### src/rtl/hex_stream_formatter_pkg.sv
// Shared types, ASCII constants and the nibble-to-ASCII mapping for the hex formatter.
// HEXFMT_LOWERCASE_EN selects lowercase a-f digits; the default build prints A-F.
package hexfmt_pkg;

   typedef enum logic [2:0] {
      ST_IDLE  = 3'd0,
      ST_LOAD  = 3'd1,
      ST_DIGIT = 3'd2,
      ST_SEP   = 3'd3,
      ST_CR    = 3'd4,
      ST_LF    = 3'd5
   } state_e;

   localparam logic [7:0] CHAR_SP      = 8'h20;
   localparam logic [7:0] CHAR_CR      = 8'h0D;
   localparam logic [7:0] CHAR_LF      = 8'h0A;
   localparam logic [7:0] CHAR_0       = 8'h30;
   localparam logic [7:0] CHAR_A_UPPER = 8'h41;
   localparam logic [7:0] CHAR_A_LOWER = 8'h61;

   function automatic logic [7:0] nibble_to_ascii(input logic [3:0] nib);
      logic [7:0] a_base;
`ifdef HEXFMT_LOWERCASE_EN
      a_base = CHAR_A_LOWER;
`else
      a_base = CHAR_A_UPPER;
`endif
      if (nib < 4'd10) return CHAR_0 + {4'h0, nib};
      else             return a_base + {4'h0, nib - 4'd10};
   endfunction

endpackage

### src/rtl/hex_stream_formatter_if.sv
// Word-in / character-out bus of the hex formatter: valid/ready input plus UART TX write port.
interface hexfmt_if #(parameter int DATA_BYTES = 1);
   logic                      in_valid;
   logic [8*DATA_BYTES-1:0]   in_data;
   logic                      in_ready;
   logic                      tx_full;
   logic                      wr_uart;
   logic [7:0]                w_data;

   modport slave  (input  in_valid, in_data, tx_full,
                   output in_ready, wr_uart, w_data);
   modport master (output in_valid, in_data, tx_full,
                   input  in_ready, wr_uart, w_data);
endinterface

### src/rtl/hex_stream_formatter_fifo.sv
// Synchronous word FIFO; DEPTH must be a power of two so the pointers wrap for free.
module hexfmt_fifo #(
   parameter int WIDTH = 8,
   parameter int DEPTH = 4
) (
   input  logic             clk,
   input  logic             reset_n,
   input  logic             push,
   input  logic             pop,
   input  logic [WIDTH-1:0] din,
   output logic [WIDTH-1:0] dout,
   output logic             full,
   output logic             empty
);
   localparam int AW = (DEPTH > 1) ? $clog2(DEPTH) : 1;
   localparam int CW = $clog2(DEPTH + 1);

   logic [WIDTH-1:0] mem [DEPTH];
   logic [AW-1:0]    wr_ptr_q, wr_ptr_d, rd_ptr_q, rd_ptr_d;
   logic [CW-1:0]    cnt_q, cnt_d;
   logic             push_ok, pop_ok;

   assign full    = (cnt_q == CW'(DEPTH));
   assign empty   = (cnt_q == '0);
   assign push_ok = push && !full;
   assign pop_ok  = pop && !empty;
   assign dout    = mem[rd_ptr_q];

   always_comb begin
      wr_ptr_d = wr_ptr_q;
      rd_ptr_d = rd_ptr_q;
      cnt_d    = cnt_q;
      if (push_ok) wr_ptr_d = wr_ptr_q + 1'b1;
      if (pop_ok)  rd_ptr_d = rd_ptr_q + 1'b1;
      case ({push_ok, pop_ok})
         2'b10:   cnt_d = cnt_q + 1'b1;
         2'b01:   cnt_d = cnt_q - 1'b1;
         default: cnt_d = cnt_q;
      endcase
   end

   always_ff @(posedge clk or negedge reset_n) begin
      if (!reset_n) begin
         wr_ptr_q <= '0;
         rd_ptr_q <= '0;
         cnt_q    <= '0;
      end else begin
         wr_ptr_q <= wr_ptr_d;
         rd_ptr_q <= rd_ptr_d;
         cnt_q    <= cnt_d;
      end
   end

   // Storage needs no reset: occupancy is tracked by cnt_q alone.
   always_ff @(posedge clk) begin
      if (push_ok) mem[wr_ptr_q] <= din;
   end

endmodule

### src/rtl/hex_stream_formatter.sv
// Buffers DATA_BYTES-wide words and prints each as ASCII hex, MS nibble first, with
// separator / CR LF line breaks and UART back-pressure. Build option: HEXFMT_LOWERCASE_EN.
module hex_stream_formatter
   import hexfmt_pkg::*;
#(
   parameter int         DATA_BYTES     = 1,
   parameter int         FIFO_DEPTH     = 4,
   parameter int         WORDS_PER_LINE = 8,
   parameter logic [7:0] SEP_CHAR       = 8'h20
) (
   input  logic      clk,
   input  logic      reset_n,
   hexfmt_if.slave   bus,
   output logic      overrun,
   output logic      busy
);
   localparam int W    = 8 * DATA_BYTES;
   localparam int NDIG = 2 * DATA_BYTES;
   localparam int IW   = (NDIG > 1) ? $clog2(NDIG) : 1;
   localparam int LCW  = $clog2(WORDS_PER_LINE + 1);

   state_e           state_q, state_d;
   logic [IW-1:0]    idx_q, idx_d;
   logic [LCW-1:0]   lc_q, lc_d;
   logic [W-1:0]     word_q, word_d;
   logic             wr_q, wr_d;
   logic [7:0]       wd_q, wd_d;
   logic             ovr_q, ovr_d;

   logic             fifo_full, fifo_empty, fifo_pop;
   logic [W-1:0]     fifo_dout;

   hexfmt_fifo #(.WIDTH(W), .DEPTH(FIFO_DEPTH)) u_fifo (
      .clk     (clk),
      .reset_n (reset_n),
      .push    (bus.in_valid && bus.in_ready),
      .pop     (fifo_pop),
      .din     (bus.in_data),
      .dout    (fifo_dout),
      .full    (fifo_full),
      .empty   (fifo_empty)
   );

   // in_ready depends only on registered FIFO occupancy, never on in_valid.
   assign bus.in_ready = !fifo_full;
   assign bus.wr_uart  = wr_q;
   assign bus.w_data   = wd_q;
   assign overrun      = ovr_q;
   assign busy         = !fifo_empty || (state_q != ST_IDLE);
   assign fifo_pop     = (state_q == ST_LOAD);
   assign ovr_d        = ovr_q || (bus.in_valid && fifo_full);

   always_comb begin
      state_d = state_q;
      idx_d   = idx_q;
      lc_d    = lc_q;
      word_d  = word_q;
      wr_d    = 1'b0;
      wd_d    = wd_q;
      case (state_q)
         ST_IDLE: if (!fifo_empty) state_d = ST_LOAD;
         ST_LOAD: begin
            word_d  = fifo_dout;
            idx_d   = IW'(NDIG - 1);
            state_d = ST_DIGIT;
         end
         ST_DIGIT: if (!bus.tx_full) begin
            wr_d = 1'b1;
            wd_d = nibble_to_ascii(word_q[4*idx_q +: 4]);
            if (idx_q == '0)
               state_d = (lc_q == LCW'(WORDS_PER_LINE - 1)) ? ST_CR : ST_SEP;
            else
               idx_d = idx_q - 1'b1;
         end
         ST_SEP: if (!bus.tx_full) begin
            wr_d    = 1'b1;
            wd_d    = SEP_CHAR;
            lc_d    = lc_q + 1'b1;
            state_d = ST_IDLE;
         end
         ST_CR: if (!bus.tx_full) begin
            wr_d    = 1'b1;
            wd_d    = CHAR_CR;
            state_d = ST_LF;
         end
         ST_LF: if (!bus.tx_full) begin
            wr_d    = 1'b1;
            wd_d    = CHAR_LF;
            lc_d    = '0;
            state_d = ST_IDLE;
         end
         default: state_d = ST_IDLE;
      endcase
   end

   always_ff @(posedge clk or negedge reset_n) begin
      if (!reset_n) begin
         state_q <= ST_IDLE;
         idx_q   <= '0;
         lc_q    <= '0;
         word_q  <= '0;
         wr_q    <= 1'b0;
         wd_q    <= CHAR_SP;
         ovr_q   <= 1'b0;
      end else begin
         state_q <= state_d;
         idx_q   <= idx_d;
         lc_q    <= lc_d;
         word_q  <= word_d;
         wr_q    <= wr_d;
         wd_q    <= wd_d;
         ovr_q   <= ovr_d;
      end
   end

endmodule

### src/flat_wrapper.sv
// flat-port wrapper written by rule: the top's interface ports become plain ports
module hex_stream_formatter_flat import hexfmt_pkg::*;
#(
   parameter int         DATA_BYTES     = 1,
   parameter int         FIFO_DEPTH     = 4,
   parameter int         WORDS_PER_LINE = 8,
   parameter logic [7:0] SEP_CHAR       = 8'h20
)
  (clk, reset_n, overrun, busy, bus_in_valid, bus_in_data, bus_tx_full, bus_in_ready, bus_wr_uart, bus_w_data);
  hexfmt_if #(.DATA_BYTES(DATA_BYTES)) bus_i ();
  input  logic clk;
  input  logic reset_n;
  output logic overrun;
  output logic busy;
  input wire logic [$bits(bus_i.in_valid)-1:0] bus_in_valid;
  input wire logic [$bits(bus_i.in_data)-1:0] bus_in_data;
  input wire logic [$bits(bus_i.tx_full)-1:0] bus_tx_full;
  output wire logic [$bits(bus_i.in_ready)-1:0] bus_in_ready;
  output wire logic [$bits(bus_i.wr_uart)-1:0] bus_wr_uart;
  output wire logic [$bits(bus_i.w_data)-1:0] bus_w_data;
  assign bus_i.in_valid = bus_in_valid;
  assign bus_i.in_data = bus_in_data;
  assign bus_i.tx_full = bus_tx_full;
  assign bus_in_ready = bus_i.in_ready;
  assign bus_wr_uart = bus_i.wr_uart;
  assign bus_w_data = bus_i.w_data;
  hex_stream_formatter #(.DATA_BYTES(DATA_BYTES), .FIFO_DEPTH(FIFO_DEPTH), .WORDS_PER_LINE(WORDS_PER_LINE), .SEP_CHAR(SEP_CHAR)) u_core (.clk(clk), .reset_n(reset_n), .bus(bus_i), .overrun(overrun), .busy(busy));
endmodule
### config.mk
export PLATFORM = sky130hd
export DESIGN_NAME = hex_stream_formatter_flat
export DESIGN_NICKNAME = d
export VERILOG_FILES = /design/src/rtl/hex_stream_formatter_pkg.sv /design/src/rtl/hex_stream_formatter_if.sv /design/src/rtl/hex_stream_formatter_fifo.sv /design/src/rtl/hex_stream_formatter.sv /design/src/flat_wrapper.sv
export SDC_FILE = /design/constraint.sdc
export NUM_CORES = 1
export LEC_CHECK = 0
export ABC_AREA = 1
export CORE_AREA = 2 2 77 79
export CTS_CLUSTER_SIZE = 25
export DETAILED_ROUTE_END_ITERATION = 12
export DIE_AREA = 0 0 79 81
export DONT_BUFFER_PORTS = 1
export PLACE_DENSITY = 0.85
export SYNTH_ARGS = -nofsm -noshare
export SYNTH_HDL_FRONTEND = slang
export SYNTH_SLANG_ARGS = --single-unit
export TNS_END_PERCENT = 30
### constraint.sdc
create_clock -name clk -period 1.9 [get_ports clk]
set_clock_uncertainty 0.05 [all_clocks]
set_input_delay 0.095 -clock clk [delete_from_list [all_inputs] [get_ports clk]]
set_output_delay 0.095 -clock clk [all_outputs]
set_load 0.1 [all_outputs]
==> parameters.txt <==
Parameter                              Value

Run status
  Result of the run    finished clean

Routing
  Iteration count of the initial detailed-routing pass    4
  Total detailed-routing wirelength    between 5000 and 6000 um
  Met3 Routed Length    249 um
  DRC violations left    0
  Total length of routed met2 wires    2820 um
  Drt initial violations    165
  Top sig layer    met4
  Post-route ant nets    0
  Via-to-Cell Ratio    5.08
  Via count of the routed design    2159
  Routed length per placed instance    around 13 um
  Met1 WL    2460 um

Synth
  Async set-reset flop share out of synthesis    50.0%
  EDFF count, synth    32
  Post-synth design cell area    0.00308 mm2
  Net Count, Synth    approximately 330
  Number of register bits inferred by synthesis    64
  Number of warning messages in the yosys log    0
  Post-synthesis instance total    a little over 300
  Number of library cell types mapped by synthesis    38
  Most used flip-flop cell after synthesis    sky130_fd_sc_hd__edfxtp_1
  Sequential area share after synthesis    a little under three fifths
  Average size of a mapped cell    10.1 um2

Finish
  Multi-input logic area    0.00113 mm2
  Fraction of layout cells with a size suffix above 1    21.7%
  Antenna diode count    0
  Post-Route Utilization    64.2%
  Net count reported at finish    366
  Synth-to-layout area growth    18.5%
  Cell area after layout    0.00365 mm2
  Area of all sequential standard cells    0.00177 mm2
  Number of filler cells placed in the layout    450

Global route
  Global route total overflow    0
  Tot GR Track Use    20.1%
  Largest net degree at the start of global routing    33
  Initial antenna violation count    0
  Global-route wire length before repair    9650 um
  Via count of the first global-routing pass    2131

Placed design
  Routability congestion estimate from global placement    approximately 0.82
  DP Area    ~0.0033 mm2
  Half-perimeter wire length after placement    between 3000 and 4000 um
  Number of input and output port buffers inserted    0

Clocking
  Maximum buffer depth of the clock tree    2
  CTS clock-pin slew for the worst setup and hold paths    0.08 ns
  Depth of the CTS H-tree    3
  Number of buffers added by the clock tree synthesis step    9
  CTS tree    yes
  Cell at the root of the clock tree    sky130_fd_sc_hd__clkbuf_8
  Clock insertion delay at the later pin of the skew report    between 0.3 and 0.4 ns
  CTS sink count    64

Worst setup path
  Worst R2R Start    u_core.state_q[2]
  Critical Path Fanout Max    3
  Endpoint arrival time on the critical path    ~2.1 ns
  Startpoint type of the worst setup path    flop
  CP Launch Point    u_core.state_q[2]
  End of the worst register-to-register path    u_core.u_fifo.cnt_q[2]
  R2R Setup Slk    0.03 ns
  Critical path class    reg2reg
  Cell depth of the worst flop-to-flop path    11
  Critical Path Sink Type    flop
  Data required, critical path    2.08 ns

STA
  Slew at the pin closest to its max-slew limit    around 0.51 ns
  Final critical-path share of the clock period    98.6%
  Final critical path time including I/O delays and setup    1.87 ns
  Highest clock rate    534 MHz
  Final Slew Violations    0
  Unrepaired setup endpoints after global routing    true
  Worst slew margin    66.3%
  Hold violation total from the final report    0
  Total of endpoints with negative setup slack in the final report    0

Floorplan
  DIE WIDTH    79 um
  Floorplan die area    0.00640 mm2
  Num rows    28
  Core region area    0.00568 mm2
  Vertical die dimension    81 um
  Initial core utilization    54.2%
  I/O pin count    24

Pwr
  Maximum VDD drop    889 uV
  Total power    approximately 6.7 mW
  Pwr dens    about 1900 mW/mm2
  Leakage power summed over all cells    1.61 nW

Worst hold path
  HP Class    in2async

Job
  Max cap viols    0
[power breakdown]
| group | internal [mW] | total (mW) | switching (mW) | leakage [nW] |
|---|---|---|---|---|
| Clock | 0.472 | 1.03 | 0.554 | 0.0851 |
| Combinational | 1.14 | 3.53 | 2.39 | 0.855 |
| Sequential | 1.94 | 2.19 | 0.249 | 0.668 |
| Total | 3.55 | 6.75 | 3.19 | 1.61 |
[layer usage]
layer / vias up / global-route usage [%]
li1: 1086 / -
met1: 1026 / 23.6
met2: 40 / 34.3
met3: 7 / 5.11
met4: 0 / 10.3
met5: - / 0
[registers in the layout, summed over array words and instances (netlist names), 2 cells and up]
register and flops:
u_core.bus.w_data 7, u_core.word_q 8, u_core.u_fifo.wr_ptr_q 2, u_core.u_fifo.mem 32
u_core.u_fifo.cnt_q 3, u_core.state_q 3, u_core.u_fifo.rd_ptr_q 2, u_core.lc_q 4
[area by class of cell]
cell class	count	area share, %
flip-flops and latches	64	48.4
multi-input cells	191	30.9
repair buffers	37	8.72
inverters	42	4.74
clock buffers	9	3.40
well taps	75	2.57
clock inverters	7	1.27
[worst max path at each step]
| stage | end | slack [ns] | cells past startpoint |
|---|---|---|---|
| CTS | u_core.u_fifo.cnt_q[2] | 0.02 | 11 |
| floorplan | u_core.u_fifo.cnt_q[2] | -0.12 | 9 |
| global route | u_core.u_fifo.cnt_q[2] | -0.05 | 11 |
| global placement | u_core.u_fifo.cnt_q[2] | 0.03 | 11 |
| detailed placement | u_core.u_fifo.cnt_q[2] | -0.02 | 11 |
| finish | u_core.u_fifo.cnt_q[2] | 0.03 | 11 |
[cell usage after synthesis (all sizes together), types with 4 or more instances]
master | instances | area, um2
o22ai | 6 | 37.5
edfxtp | 32 | 961
buf | 8 | 60.1
a21oi | 7 | 35.0
inv | 42 | 168
nand3 | 18 | 103
nand4 | 4 | 25.0
ha | 8 | 100
o21ai | 33 | 173
dfrtp | 31 | 776
nand2 | 57 | 263
nor2 | 42 | 226
[layout by cell type (no fill, tap or decap), types with 9 or more instances in the layout]
cell type                        n
sky130_fd_sc_hd__clkbuf_8        9
sky130_fd_sc_hd__edfxtp_1       32
sky130_fd_sc_hd__o21ai_0        28
sky130_fd_sc_hd__nand3_1        16
sky130_fd_sc_hd__buf_4          25
sky130_fd_sc_hd__inv_1          34
sky130_fd_sc_hd__dfrtp_1        29
sky130_fd_sc_hd__nor2_1         35
sky130_fd_sc_hd__dlygate4sd3_1  11
sky130_fd_sc_hd__nand2_1        48
[critical path, cell delays in order (launching register included)]
cell                      delay [ns]
sky130_fd_sc_hd__dfrtp_2        0.44
sky130_fd_sc_hd__nor2_8         0.15
sky130_fd_sc_hd__inv_8          0.04
sky130_fd_sc_hd__nor2_8         0.09
sky130_fd_sc_hd__nand2_4        0.06
sky130_fd_sc_hd__inv_4          0.06
sky130_fd_sc_hd__ha_4           0.13
sky130_fd_sc_hd__inv_4          0.04
sky130_fd_sc_hd__fa_2           0.34
sky130_fd_sc_hd__a21oi_2        0.12
sky130_fd_sc_hd__o21ai_1        0.08
sky130_fd_sc_hd__xor2_1         0.14
[stage by stage]
| stage | cells | setup WS (ns) | hold WS [ns] | TNS (ns) |
|---|---|---|---|---|
| 2_1_floorplan | 305 | -0.122 | -0.251 | -0.138 |
| 3_3_place_gp | 397 | 0.0255 | -0.250 | 0 |
| 3_5_place_dp | 397 | -0.0193 | -0.250 | -0.0193 |
| 4_1_cts | 425 | 0.0180 | 0.116 | 0 |
| 5_1_grt | 425 | -0.0505 | 0.139 | -0.0696 |
| 6_report | 425 | 0.0264 | 0.135 | 0 |
[cell families after synthesis]
kind of cell / synth area share (%)
AND/OR/NAND/NOR: 21.1
flip-flops: 57.3
AO/OA/AOI/OAI: 9.07
buffers and inverters: 7.40
adder cells (fa/ha/maj): 3.90
XOR/XNOR: 1.14
other: 0.122
[timing repair]
item | CTS | global route
endpoints found under the hold margin | 72 | 0
gates resized for setup | 2 | 4
hold buffers | 12 | 0
setup endpoints to repair | 2 | 2
pin swaps | 1 | 1
setup buffers | 0 | 0
Power figures use the tool's default switching activity.
